## src/rtl/stopwatch_core.sv

```systemverilog
// BCD MM:SS.t stopwatch time base driven by a 10 Hz tick and two button pulses.
// Define STOPWATCH_WRAP_EN to wrap at the terminal value instead of saturating.
module stopwatch_core #(
    parameter int MAX_MIN = 59
) (
    input  logic       clk,
    input  logic       rst,
    input  logic       tick_10hz,
    input  logic       btn_start_stop,
    input  logic       btn_lap_reset,
    output logic [3:0] min_tens,
    output logic [3:0] min_ones,
    output logic [3:0] sec_tens,
    output logic [3:0] sec_ones,
    output logic [3:0] tenths,
    output logic       running,
    output logic       lap_hold,
    output logic       overflow
);

    typedef enum logic [1:0] {
        IDLE,
        RUN,
        STOP,
        LAP
    } state_t;

    typedef struct packed {
        logic [3:0] mt;
        logic [3:0] mo;
        logic [3:0] st;
        logic [3:0] so;
        logic [3:0] tn;
    } bcd_t;

    localparam logic [3:0] MAX_MT = 4'(MAX_MIN / 10);
    localparam logic [3:0] MAX_MO = 4'(MAX_MIN % 10);

    state_t state, state_n;
    bcd_t   live, live_n, lap, lap_n, inc, disp;
    logic   ovf, ovf_n;
    logic   counting, at_max;
`ifndef STOPWATCH_WRAP_EN
    logic   sat;
`endif

    assign counting = (state == RUN) || (state == LAP);
    assign at_max   = (live == {MAX_MT, MAX_MO, 4'd5, 4'd9, 4'd9});

    // Ripple-carry BCD increment; the terminal value is handled separately.
    always_comb begin
        inc = live;
        if (live.tn != 4'd9) begin
            inc.tn = live.tn + 4'd1;
        end else begin
            inc.tn = 4'd0;
            if (live.so != 4'd9) begin
                inc.so = live.so + 4'd1;
            end else begin
                inc.so = 4'd0;
                if (live.st != 4'd5) begin
                    inc.st = live.st + 4'd1;
                end else begin
                    inc.st = 4'd0;
                    if (live.mo != 4'd9) begin
                        inc.mo = live.mo + 4'd1;
                    end else begin
                        inc.mo = 4'd0;
                        inc.mt = live.mt + 4'd1;
                    end
                end
            end
        end
    end

    always_comb begin
        state_n = state;
        live_n  = live;
        lap_n   = lap;
        ovf_n   = ovf;
`ifdef STOPWATCH_WRAP_EN
        ovf_n   = 1'b0;
`else
        sat     = 1'b0;
`endif
        if (counting && tick_10hz) begin
            if (!at_max) begin
                live_n = inc;
            end else begin
`ifdef STOPWATCH_WRAP_EN
                live_n = '0;
                ovf_n  = 1'b1;
`else
                ovf_n  = 1'b1;
                sat    = 1'b1;
`endif
            end
        end
        unique case (state)
            IDLE: begin
                if (btn_start_stop) state_n = RUN;
            end
            RUN: begin
                if (btn_start_stop) begin
                    state_n = STOP;
                end else if (btn_lap_reset) begin
                    state_n = LAP;
                    lap_n   = live;
                end
            end
            LAP: begin
                if (btn_start_stop)     state_n = STOP;
                else if (btn_lap_reset) state_n = RUN;
            end
            STOP: begin
                // A saturated counter cannot be resumed, only cleared.
                if (btn_start_stop && !ovf) begin
                    state_n = RUN;
                end else if (btn_lap_reset) begin
                    state_n = IDLE;
                    live_n  = '0;
                    ovf_n   = 1'b0;
                end
            end
        endcase
`ifndef STOPWATCH_WRAP_EN
        if (sat) state_n = STOP;
`endif
    end

    always_ff @(posedge clk) begin
        if (rst) begin
            state <= IDLE;
            live  <= '0;
            lap   <= '0;
            ovf   <= 1'b0;
        end else begin
            state <= state_n;
            live  <= live_n;
            lap   <= lap_n;
            ovf   <= ovf_n;
        end
    end

    assign disp     = (state == LAP) ? lap : live;
    assign min_tens = disp.mt;
    assign min_ones = disp.mo;
    assign sec_tens = disp.st;
    assign sec_ones = disp.so;
    assign tenths   = disp.tn;
    assign running  = counting;
    assign lap_hold = (state == LAP);
    assign overflow = ovf;

endmodule

```

## config.mk

```make
export PLATFORM = sky130hd
export DESIGN_NAME = stopwatch_core
export DESIGN_NICKNAME = d
export VERILOG_FILES = /design/src/rtl/stopwatch_core.sv
export SDC_FILE = /design/constraint.sdc
export NUM_CORES = 1
export LEC_CHECK = 0
export ABC_AREA = 1
export CAP_MARGIN = 20
export CORE_MARGIN = 2
export CORE_UTILIZATION = 40
export CTS_BUF_LIST = sky130_fd_sc_hd__clkbuf_2
export CTS_CLUSTER_DIAMETER = 100
export CTS_CLUSTER_SIZE = 10
export DETAILED_ROUTE_END_ITERATION = 8
export PLACE_DENSITY_LB_ADDON = 0.05
export SLEW_MARGIN = 20
export SYNTH_ARGS = -nofsm -noshare
export SYNTH_HDL_FRONTEND = slang
export SYNTH_SLANG_ARGS = --single-unit
```

## constraint.sdc

```tcl
create_clock -name clk -period 1.45 [get_ports clk]
set_input_delay 0.2175 -clock clk [delete_from_list [all_inputs] [get_ports clk]]
set_output_delay 0.2175 -clock clk [all_outputs]
set_load 0.02 [all_outputs]
```

After elaboration in Yosys (flattened, before gate mapping)
Index checks and enable logic that the tools add are counted.

Logic and storage cells: 74. Register bits: 43. Output and inout port bits: 23. Bits of input ports: 5.

Multiplexer cells: 30. Eq/ne operators: 16. Reduce and logical (&&, ||, !) cells: 9. Bitwise operators: 1. Add/sub/neg operators: 5.

Operator list (number): 20-bit two-way mux (6); 4-bit by 1-bit adder with 4-bit output (second input constant) (5); 20-bit by 19-bit equality test with 1-bit output (second input constant) (1); 4-bit two-way mux (5); 4-bit inequality test (second input constant) (5); 16-bit two-way mux (1); 2-bit two-way mux (8); 12-bit two-way mux (1); 3-bit inequality test (second input constant) (4); 8-bit two-way mux (1); 4-bit by 3-bit inequality test with 1-bit output (second input constant) (2); 2-bit one-hot mux with 4 select lines (1); 4-bit AND reduction (2); 1-bit two-way mux (7); 2-bit equality test (second input constant) (2); 3-bit AND reduction (1); 2-bit by 1-bit equality test with 1-bit output (second input constant) (1); 1-bit logical AND (2); 2-bit logical NOT (1); 2-bit inequality test (second input constant) (1); 2-bit OR reduction (1); 1-bit logical NOT (1); 1-bit logical OR (1); 1-bit inverter (1).

Longest topological paths before layout
Depth after elaboration: 10. Mapped depth: 12. Gate-level depth less buffers: 12.

Worst setup path after synthesis
OpenSTA, ideal clock, no wires.

Path type: register -> output. From: reg state[0]. To: out min_ones[0]. Arrival time: 1.237 ns. Setup slack: -0.004 ns. Data required time: 1.233 ns. Buffers on the path: 1. Cell stages (with the launch flop): 5. Cells stage by stage: dfxtp_1 > nand2_1 > inv_1 > clkbuf_1 > o21ai_0.

Longest elaborated chain between the ends: 2.

RTL lines: start: declaration (RTL line 39) `state_t state, state_n;`; start signal: assignment (RTL line 138) `state <= state_n;`; 2-bit equality test; named net lap_hold (RTL line 17) `output logic lap_hold,`; 20-bit two-way mux (RTL line 145) `assign disp = (state == LAP) ? lap : live;`; end: declaration (RTL line 12) `output logic [3:0] min_ones,`.

The timed path passes the listed nets, and every way through them passes these cells.

Final worst setup path
From: reg state[0]. To: out sec_tens[1].

Longest elaborated chain between the ends: 2.

RTL lines: 2-bit equality test (RTL line 145); 20-bit two-way mux (RTL line 145); end: declaration (RTL line 13) `output logic [3:0] sec_tens,`.

No other way between the ends.

==> run metrics <==
status=finished, violations left; violated checks=setup timing; setup ws final=-0.180 ns; Total Power=between 0.002 and 0.0025 W; Cell Area, Synth=approximately 2400 sq um; Critical Path RT=around 1.2 ns; worst-path fanout max=8; RSZ-0062 raised after global routing=true; Worst Setup End Kind=output port; Tcrit/Tclk final=1.12; die area=approximately 6600 sq um; Num CTS Buffers=5; max-slew violations=0; worst r2r src=live[17]$_SDFF_PP0_; Final nets=450; crit-path cells=nand2_2, inv_6, buf_16, nand2_2, o21ai_1, buf_4; total core area=between 5000 and 6000 sq um; Routed Antenna Nets=0; CP Class=reg -> out; Hold WC Path Type=in -> reg; clk root buf=clkbuf_2; Initial Util=0.408; Max-slew headroom=0.812; Final Hold Viols=0; Peak VDD IR=approximately 0.36 mV; sequential fraction of the synthesis area=0.362; global routing's busiest layer=met2; cells after synthesis=between 300 and 400; leakage=around 1.7 nW; Worst-Skew Late Latency=between 0.4 and 0.5 ns; vias=roughly 2500; flop-to-flop setup slack=about 0.010 ns; net count after synthesis=between 300 and 400; final setup skew=0.0165 ns; Buf+Inv Stages, Crit Path=3; first-pass GRT wire length=10400 um; Die X-Extent=slightly above 80 um; MaxCap Viol Count=0; clock sink count=between 40 and 50; FF-to-FF path depth=11; Cell Pwr Density=~580 nW/um^2; initial antenna violation count=0; most used cell, CP=nand2_2; IO Pins=28; Area growth, synth to finish=52.9%; Reg clk slew, reported paths=between 0.2 and 0.25 ns; TritonCTS clock tree=done; critical path's largest stage delay=0.38 ns; final worst path period need=around 1.6 ns; worst-path cell with the longest stage delay=dfxtp_2; Max clock buf depth=2; DRT iter0 DRCs=190; synthesized area per cell=between 6 and 7 sq um; routed wire length=7140 um; CP arrival=approximately 1.4 ns; final setup violation count=21; Clock H-tree levels=2; met3 GRT Util=0.0333; Hold Path Origin=rst; vias in the first global route=2136; drt pass-1 iters=4; post-DR wirelength/cell=~14 um; reg2reg end=live[0]$_SDFF_PP0_; layout cells sized above 1=0.468; met2 Use GR=0.330; Worst-Margin Slew=0.280 ns; Diodes inserted=0; pin count of the biggest net entering global routing=41; final core occ=0.624; type of origin of the critical path=register; Min-Delay Endpoint=live[1]$_SDFF_PP0_; I/O Buffers=27; row count=28; Post-CTS Hold Buffers=0; worst hold stages=3; Yosys reg bits=43; Die H=about 80 um; delay-heaviest family, CP=buffers and inverters; vias per cell=4.88; Final HPWL DP=between 4000 and 5000 um; met1 Use GR=0.304; GP Congestion=roughly 0.86; total track usage=0.211; Residual DRC=0; Unique masters post-synth=30; warnings from Yosys=0; Fmax=a little over 600 MHz; total grt overflow=0
[cell usage after synthesis, drive strengths merged]
master | number | area (sq um)
ha | 2 | 25.0
nor3b | 1 | 12.5
o31ai | 1 | 7.51
nor2 | 30 | 196
inv | 38 | 143
xor2 | 2 | 17.5
and3 | 1 | 6.26
nand2 | 100 | 425
nand3b | 1 | 7.51
nand3 | 18 | 108
a31oi | 1 | 6.26
clkbuf | 9 | 33.8
o21ai | 52 | 260
clkinv | 1 | 3.75
buf | 6 | 32.5
nor3 | 5 | 25.0
nand4 | 6 | 37.5
dfxtp | 43 | 861
nor4 | 1 | 6.26
a21oi | 32 | 160
[logic make-up (layout without fill, tap and decap cells)]
family | after synthesis | after routing | share of synthesized area
XOR/XNOR | 2 | 2 | 0.00738
AO/OA/AOI/OAI | 86 | 86 | 0.183
buffers and inverters | 54 | 148 | 0.0896
flip-flops | 43 | 43 | 0.362
AND/OR/NAND/NOR | 163 | 163 | 0.347
adder cells (fa/ha/maj) | 2 | 2 | 0.0105
[tightest hold or removal path: stages]
cell and delay (ns):
clkdlybuf4s50_1 0.48, buf_4 0.12, nor2_1 0.04
[layout by cell type (no fill, tap or decap), drive strengths merged, types with 4 or more instances in the layout]
| cell type | n |
|---|---|
| o21ai | 52 |
| dfxtp | 43 |
| clkinv | 5 |
| a21oi | 32 |
| inv | 38 |
| clkbuf | 6 |
| nor2 | 30 |
| nand4 | 6 |
| nor3 | 5 |
| clkdlybuf4s50 | 4 |
| nand2 | 100 |
| buf | 94 |
| nand3 | 18 |
[flip-flops by register name, indices dropped and copies added (netlist names)]
signal    cells
lap          20
live         20
state         2
overflow      1
[through the flow]
stage	instances	setup WS (ns)	hold WS (ns)	setup TNS [ns]	instance area [sq um]
after floorplan	350	-0.00447	0.287	-0.0403	2370
after global placement	496	-0.251	0.486	-7.75	3150
after detailed placement	496	-0.253	0.487	-8.56	3150
after CTS	509	-0.209	0.433	-3.98	3390
after global routing	519	-0.289	0.442	-6.02	3630
final	519	-0.180	0.451	-3.33	3630
[area by class of cell]
cell class                      instances  area, sq um
Clock buffer                            5         25.0
Clock inverter                          3         15.0
Fill cell                             568         2180
Inverter                               39          171
Multi-Input combinational cell        253         1530
Sequential cell                        43          880
Tap cell                               75         93.8
Timing Repair Buffer                  100          912
Timing Repair inverter                  1         6.26
[repair_timing]
action	CTS	global route
resized for setup	207	53
gates cloned	3	3
pin swaps	3	18
setup buffers	2	8
setup endpoints to repair	38	62
[how the worst max path moves through the flow]
stage / start / end / slack [ns] / cells after the start
final: state[0]$_SDFFE_PP0P_ / sec_tens[1] / -0.18 / 6
after global routing: state[0]$_SDFFE_PP0P_ / min_ones[3] / -0.29 / 6
after CTS: state[0]$_SDFFE_PP0P_ / min_tens[3] / -0.21 / 6
after detailed placement: state[0]$_SDFFE_PP0P_ / min_tens[2] / -0.25 / 5
after global placement: state[0]$_SDFFE_PP0P_ / min_tens[2] / -0.25 / 5
after floorplan: state[0]$_SDFFE_PP0P_ / min_ones[0] / -0.004 / 4
[power by group]
group	internal, W	switching [W]	total (W)
registers	0.00122	0.0000248	0.00124
logic	0.000148	0.000183	0.000331
clock network	0.000111	0.000418	0.000529
total	0.00148	0.000626	0.00210
[layer usage]
| layer | vias up | share of wire |
|---|---|---|
| li1 | 1328 | - |
| met2 | 43 | 0.46 |
| met1 | 1161 | 0.50 |
| met5 | - | 0 |
| met3 | 2 | 0.035 |
| met4 | 0 | 0.0038 |
(Power assumes the default switching activity.)
